File: config.mk
export PLATFORM = sky130hd
export DESIGN_NAME = memwb_elastic_stage
export DESIGN_NICKNAME = d
export VERILOG_FILES = /design/src/rtl/mips_pipe_pkg.sv /design/src/rtl/sat_counter.sv /design/src/rtl/memwb_elastic_stage.sv
export SDC_FILE = /design/constraint.sdc
export NUM_CORES = 1
export LEC_CHECK = 0
export CAP_MARGIN = 20
export CELL_PAD_IN_SITES_DETAIL_PLACEMENT = 0
export CELL_PAD_IN_SITES_GLOBAL_PLACEMENT = 1
export CORE_MARGIN = 10
export CORE_UTILIZATION = 39
export DETAILED_ROUTE_END_ITERATION = 10
export PLACE_DENSITY_LB_ADDON = 0.1
export SYNTH_ARGS = -nofsm -noshare
export SYNTH_HDL_FRONTEND = slang
export SYNTH_HIERARCHICAL = 1
export SYNTH_SLANG_ARGS = --single-unit
File: constraint.sdc
create_clock -name i_clk -period 5.1 [get_ports i_clk]
set_clock_uncertainty 0.1 [all_clocks]
set_input_delay 1.53 -clock i_clk [delete_from_list [all_inputs] [get_ports i_clk]]
set_output_delay 1.53 -clock i_clk [all_outputs]
set_load 0.01 [all_outputs]
File: src/rtl/mips_pipe_pkg.sv
// rtl/mips_pipe_pkg.sv - shared MEM/WB payload layout and stage-boundary types
// Field map of the packed MEM/WB payload (LSB first):
//   ctrl[3:0]  halt, reg write, mem-to-reg, link
//   ext[4:0]   load extension / sub-op selector
//   rd[4:0]    destination register
//   mem data, alu result, instr, pc+8 (32 bits each)
package mips_pipe_pkg;

  localparam int MEMWB_CTRL_LSB      = 0;
  localparam int MEMWB_CTRL_W        = 4;
  localparam int MEMWB_HALT_BIT      = MEMWB_CTRL_LSB + 0;
  localparam int MEMWB_WE_BIT        = MEMWB_CTRL_LSB + 1;
  localparam int MEMWB_MEMTOREG_BIT  = MEMWB_CTRL_LSB + 2;
  localparam int MEMWB_LINK_BIT      = MEMWB_CTRL_LSB + 3;

  localparam int MEMWB_EXT_LSB       = MEMWB_CTRL_LSB + MEMWB_CTRL_W;
  localparam int MEMWB_EXT_W         = 5;
  localparam int MEMWB_RD_LSB        = MEMWB_EXT_LSB + MEMWB_EXT_W;
  localparam int MEMWB_RD_W          = 5;
  localparam int MEMWB_MEMD_LSB      = MEMWB_RD_LSB + MEMWB_RD_W;
  localparam int MEMWB_MEMD_W        = 32;
  localparam int MEMWB_ALU_LSB       = MEMWB_MEMD_LSB + MEMWB_MEMD_W;
  localparam int MEMWB_ALU_W         = 32;
  localparam int MEMWB_INSTR_LSB     = MEMWB_ALU_LSB + MEMWB_ALU_W;
  localparam int MEMWB_INSTR_W       = 32;
  localparam int MEMWB_PC8_LSB       = MEMWB_INSTR_LSB + MEMWB_INSTR_W;
  localparam int MEMWB_PC8_W         = 32;

  localparam int PAYLOAD_W           = MEMWB_PC8_LSB + MEMWB_PC8_W;

  typedef enum logic [1:0] {
    ST_EMPTY = 2'd0,
    ST_ONE   = 2'd1,
    ST_FULL  = 2'd2
  } stage_state_t;

  function automatic logic [1:0] state_occupancy(input stage_state_t s);
    logic [1:0] occ;
    occ = 2'd0;
    case (s)
      ST_ONE:  occ = 2'd1;
      ST_FULL: occ = 2'd2;
      default: occ = 2'd0;
    endcase
    return occ;
  endfunction

endpackage

File: src/rtl/sat_counter.sv
// rtl/sat_counter.sv - saturating up-counter with synchronous clear
// Ports:
//   clk  clock
//   clr  synchronous clear (highest priority)
//   inc  add one unless already at all-ones
//   q    count value
module sat_counter #(
  parameter int CNT_W = 32
) (
  input  logic             clk,
  input  logic             clr,
  input  logic             inc,
  output logic [CNT_W-1:0] q
);

  localparam logic [CNT_W-1:0] ONE = {{(CNT_W-1){1'b0}}, 1'b1};

  always_ff @(posedge clk) begin
    if (clr) begin
      q <= '0;
    end else if (inc && (q != {CNT_W{1'b1}})) begin
      q <= q + ONE;
    end
  end

endmodule

File: src/rtl/memwb_elastic_stage.sv
// rtl/memwb_elastic_stage.sv - MEM/WB 2-entry skid buffer with step gating, flush, halt and retire count
// Ports:
//   i_clk, i_reset      clock, synchronous active-high reset
//   i_step              advance enable; 0 freezes everything except flush
//   i_flush             squash all held entries (step-independent)
//   i_valid/o_ready     upstream handshake, i_payload carried in
//   o_valid/i_ready     downstream handshake, o_payload is the main entry
//   o_wb_we             register-file write enable for the main entry
//   o_halted            sticky: a halt-flagged entry has retired
//   o_retired           saturating retire count
//   o_occupancy         number of held entries (0..2)
module memwb_elastic_stage #(
  parameter int PAYLOAD_W = mips_pipe_pkg::PAYLOAD_W,
  parameter int HALT_BIT  = mips_pipe_pkg::MEMWB_HALT_BIT,
  parameter int WE_BIT    = mips_pipe_pkg::MEMWB_WE_BIT,
  parameter int CNT_W     = 32
) (
  input  logic                 i_clk,
  input  logic                 i_reset,
  input  logic                 i_step,
  input  logic                 i_flush,
  input  logic                 i_valid,
  output logic                 o_ready,
  input  logic [PAYLOAD_W-1:0] i_payload,
  output logic                 o_valid,
  input  logic                 i_ready,
  output logic [PAYLOAD_W-1:0] o_payload,
  output logic                 o_wb_we,
  output logic                 o_halted,
  output logic [CNT_W-1:0]     o_retired,
  output logic [1:0]           o_occupancy
);

  import mips_pipe_pkg::*;

  stage_state_t         state;
  stage_state_t         state_nxt;
  logic [PAYLOAD_W-1:0] main_q;
  logic [PAYLOAD_W-1:0] skid_q;
  logic                 halted_q;

  logic main_valid;
  logic skid_valid;
  logic acc;
  logic ret;
  logic ret_commit;
  logic load_main_in;
  logic load_main_skid;
  logic load_skid;

  // Entry valids are decoded from the state register, so o_ready depends
  // only on flops and never on i_ready.
  assign main_valid = (state != ST_EMPTY);
  assign skid_valid = (state == ST_FULL);
  assign o_ready    = ~skid_valid & ~halted_q;

  assign acc = i_valid & o_ready & i_step;
  assign ret = main_valid & i_ready & i_step;

  // A retirement coinciding with a flush is discarded: it neither counts
  // nor can raise the halt flag.
  assign ret_commit = ret & ~i_flush;

  always_comb begin
    state_nxt      = state;
    load_main_in   = 1'b0;
    load_main_skid = 1'b0;
    load_skid      = 1'b0;
    case (state)
      ST_EMPTY: begin
        if (acc) begin
          state_nxt    = ST_ONE;
          load_main_in = 1'b1;
        end
      end
      ST_ONE: begin
        if (acc && ret) begin
          load_main_in = 1'b1;
        end else if (acc) begin
          state_nxt = ST_FULL;
          load_skid = 1'b1;
        end else if (ret) begin
          state_nxt = ST_EMPTY;
        end
      end
      ST_FULL: begin
        if (ret) begin
          state_nxt      = ST_ONE;
          load_main_skid = 1'b1;
        end
      end
      default: state_nxt = ST_EMPTY;
    endcase
    // Flush empties the stage but leaves the payload registers untouched.
    if (i_flush) begin
      state_nxt      = ST_EMPTY;
      load_main_in   = 1'b0;
      load_main_skid = 1'b0;
      load_skid      = 1'b0;
    end
  end

  always_ff @(posedge i_clk) begin
    if (i_reset) begin
      state    <= ST_EMPTY;
      halted_q <= 1'b0;
    end else begin
      state <= state_nxt;
      if (ret_commit && main_q[HALT_BIT]) begin
        halted_q <= 1'b1;
      end
    end
  end

  always_ff @(posedge i_clk) begin
    if (i_reset) begin
      main_q <= '0;
      skid_q <= '0;
    end else begin
      if (load_main_in) begin
        main_q <= i_payload;
      end else if (load_main_skid) begin
        main_q <= skid_q;
      end
      if (load_skid) begin
        skid_q <= i_payload;
      end
    end
  end

  sat_counter #(
    .CNT_W (CNT_W)
  ) u_retire_cnt (
    .clk (i_clk),
    .clr (i_reset),
    .inc (ret_commit),
    .q   (o_retired)
  );

  assign o_valid     = main_valid;
  assign o_payload   = main_q;
  assign o_wb_we     = main_valid & main_q[WE_BIT];
  assign o_halted    = halted_q;
  assign o_occupancy = state_occupancy(state);

endmodule

==> parameters.txt <==
Parameter                              Value

CTS
  Clock tree from TritonCTS ... built
  Post-cts resize count ... 0
  Total number of clock tree sinks ... 319
  Insertion delay of the later-clocked pin in the worst-skew pair ... 0.56 ns
  CTS Buffer Depth ... 3
  Clock input transition at the sequential cells of the worst setup and hold paths ... 0.06 ns
  Setup repair bufs after CTS ... 0
  Clock root cell ... clkbuf_16
  Total number of H-tree levels ... 2
  Count of hold buffers inserted by post-cts repair ... 0
  Clock buffers created by TritonCTS ... 39

Timing
  Worst slew slack as a fraction of its limit ... 34.6%
  Top achievable clock speed ... 246 MHz
  Setup violation total in the final timing report ... 0
  Post-route setup TNS ... 0 ns
  Number of hold-slack violations in the final timing report ... 0
  Tcrit/Tclk final ... 79.9%
  RSZ-0062 raised after global routing ... no
  Worst-case setup margin in the final layout ... 1.03 ns
  Transition at the pin with the smallest max-transition slack ... 0.980 ns
  Total count of max-transition violations in the final report ... 0
  Crit path time final ... 4.07 ns

GRT
  Wire length of the first global-routing pass ... 84100 um
  Congestion Overflow GR ... 0
  Vias in the first global route ... 14100
  GRT Resource Usage Total ... 21.6%
  Number of antenna violations at the first check in global routing ... 8
  Maximum number of pins on one net before global-route repair ... 159

Detailed routing
  DRC errors left ... 0
  Total length of routed wires ... 54400 um
  Remaining number of nets flagged by the antenna check after routing ... 0
  Total number of vias ... 14200
  Number of violations reported at the end of detailed-routing iteration 0 ... 1040
  Vias per cell ... 5.82
  1st-pass router iterations ... 5
  Wire per inst ... 22.3 um

Setup path
  Setup slack of the most critical reg-to-reg path ... 2.12 ns
  Critical path launch point type ... primary input
  Worst EP arrival ... 4.41 ns
  Critical path capture point type ... flop
  Type of the worst setup path ... in -> reg
  WP data required ... 5.44 ns
  Largest driver fanout on the critical path ... 10

Floorplan
  Vertical die dimension ... 219 um
  Number of placement rows ... 72
  I/O pin cnt ... 328
  Full die area ... 0.0481 mm2
  Initial cell density of the core ... 39.7%
  Core outline area ... 0.0390 mm2
  Die span in x ... 219 um

Synth
  Cell area after synthesis ... 0.0155 mm2
  Avg Inst Size Synth ... 9.12 um2
  Dominant synthesized flop cell ... dfxtp_1
  Net count after synthesis ... 1847
  FF+latch count, synth ... 319
  Number of enable flip-flop cells after synthesis ... 0
  Sequential fraction of the synthesis area ... 41.2%
  Number of distinct library cells after synthesis ... 50
  Count of warnings emitted by yosys ... 6
  Async set-reset flop share out of synthesis ... 0%
  Number of instances in the synthesized netlist ... 1698

Finish
  Fraction of layout cells with a size suffix above 1 ... 8.57%
  Area taken by multi-input logic gates ... 0.00828 mm2
  Synthesis-to-layout area growth ... 31.2%
  Number of nets in the layout ... 2044
  Design area ... 0.0203 mm2
  Sequential standard cell area ... 0.00639 mm2
  Total of fill cells in the finished design ... 3613

Placed design
  Final estimated routing congestion in global placement ... 0.759
  Dpl cell area ... 0.0190 mm2
  Number of buffers added on ports ... 327
  Dpl hpwl ... 31800 um
  Setup slack after placement ... 0.443 ns

Power
  Worst vdd ir ... 0.184 mV
  Lkg Pwr ... 0.00609 uW
  P per Cell Area ... 298 mW/mm2
  Power Total ... 6060 uW

Status
  Outcome ... finished, final reports clean

Worst hold path
  Min-Delay Path Class ... reg -> reg

Run
  Number of max-capacitance violations reported ... 0
[per-stage QoR]
| stage | hold WS [ns] | cells | utilization (%) |
|---|---|---|---|
| floorplan | 0.349 | 1698 | - |
| global placement | 0.358 | 2371 | 48.7 |
| detailed placement | 0.361 | 2371 | 48.7 |
| CTS | 0.376 | 2442 | 52.1 |
| global route | 0.383 | 2445 | 52.1 |
| finish | 0.371 | 2446 | 52.1 |
[sequential cells by signal, indices dropped and copies added, names as in the netlist]
register / count
u_retire_cnt/q: 32
o_payload: 142
state: 2
o_halted: 1
skid_q: 142
[power breakdown]
part / switching, uW / internal, uW
clock network: 1120 / 1720
logic: 301 / 319
registers: 41.3 / 2550
total: 1470 / 4600
[path summary, 6_finish.rpt]
| path | from | end | cells past startpoint |
|---|---|---|---|
| worst max-delay path | i_step | u_retire_cnt/q[31] | 9 |
| worst min-delay path | skid_q[29] | skid_q[29] | 2 |
| worst max register to register | state[1] | o_payload[15] | 4 |
| worst min register to register | skid_q[29] | skid_q[29] | 2 |
[placed cells by master (no fill, tap or decap), types with 11 or more instances in the layout]
cell type / n
nand2b_1: 286
buf_4: 17
nand2_1: 11
clkbuf_16: 39
nor4_1: 145
dfxtp_1: 318
buf_12: 12
o31ai_1: 12
a21oi_1: 22
or4_1: 12
nor2_1: 16
clkdlybuf4s50_1: 326
o21ai_0: 150
a311oi_1: 93
nand3_1: 156
clkbuf_8: 18
mux2i_1: 143
a311oi_2: 50
[per-layer routing]
| metal | GRT usage, % | vias up | share of wire, % |
|---|---|---|---|
| li1 | - | 6720 | - |
| met1 | 28.7 | 7009 | 45 |
| met2 | 34.4 | 435 | 47 |
| met3 | 5.10 | 64 | 6.6 |
| met4 | 5.49 | 8 | 1.7 |
| met5 | 0 | - | 0.11 |
[layout make-up]
cell class                 instances  area share [%]
antenna                            3          0.0369
clock buffer                      63            6.13
clock inverter                     8           0.394
inverter                           4          0.0862
multi-input combinational       1174            40.7
sequential                       319            31.4
tap                              518            3.19
timing repair buffer             357            18.0
[cells in the mapped netlist (9+ instances only)]
cell,n,share of area (%)
a21oi_1,22,0.71
a311oi_1,93,5.3
a311oi_2,50,4.8
buf_2,28,0.90
buf_6,9,0.65
clkbuf_1,158,3.8
dfxtp_1,319,41
mux2i_1,143,9.2
nand2_1,11,0.27
nand2b_1,287,12
nand3_1,156,5.0
nand4_1,10,0.40
nor2_1,16,0.39
nor4_1,146,5.9
o21ai_0,150,4.8
o31ai_1,12,0.58
or3_1,11,0.44
or4_1,12,0.58
[cell families (layout without fill, tap and decap cells)]
group                      after synthesis  count (layout)  share of synthesized area (%)
xor gates and xnor gates                 7               7                          0.396
DFF                                    319             319                           41.2
AOI/OAI and AO/OA                      337             337                           16.9
and+or+nand+nor                        683             683                           26.3
adders and majority gates                1               1                         0.0808
buffers and inverters                  205             432                           5.69
other                                    0               3                              0
muxes                                  146             146                           9.46
[critical path, cell delays in order]
cell	delay, ns
clkdlybuf4s50_1	0.63
and3b_4	0.29
and2_1	0.32
nand4_1	0.39
nor4_2	0.32
buf_4	0.18
nand4_1	0.09
nor4_1	0.28
mux2_2	0.37
(Power assumes the default switching activity.)
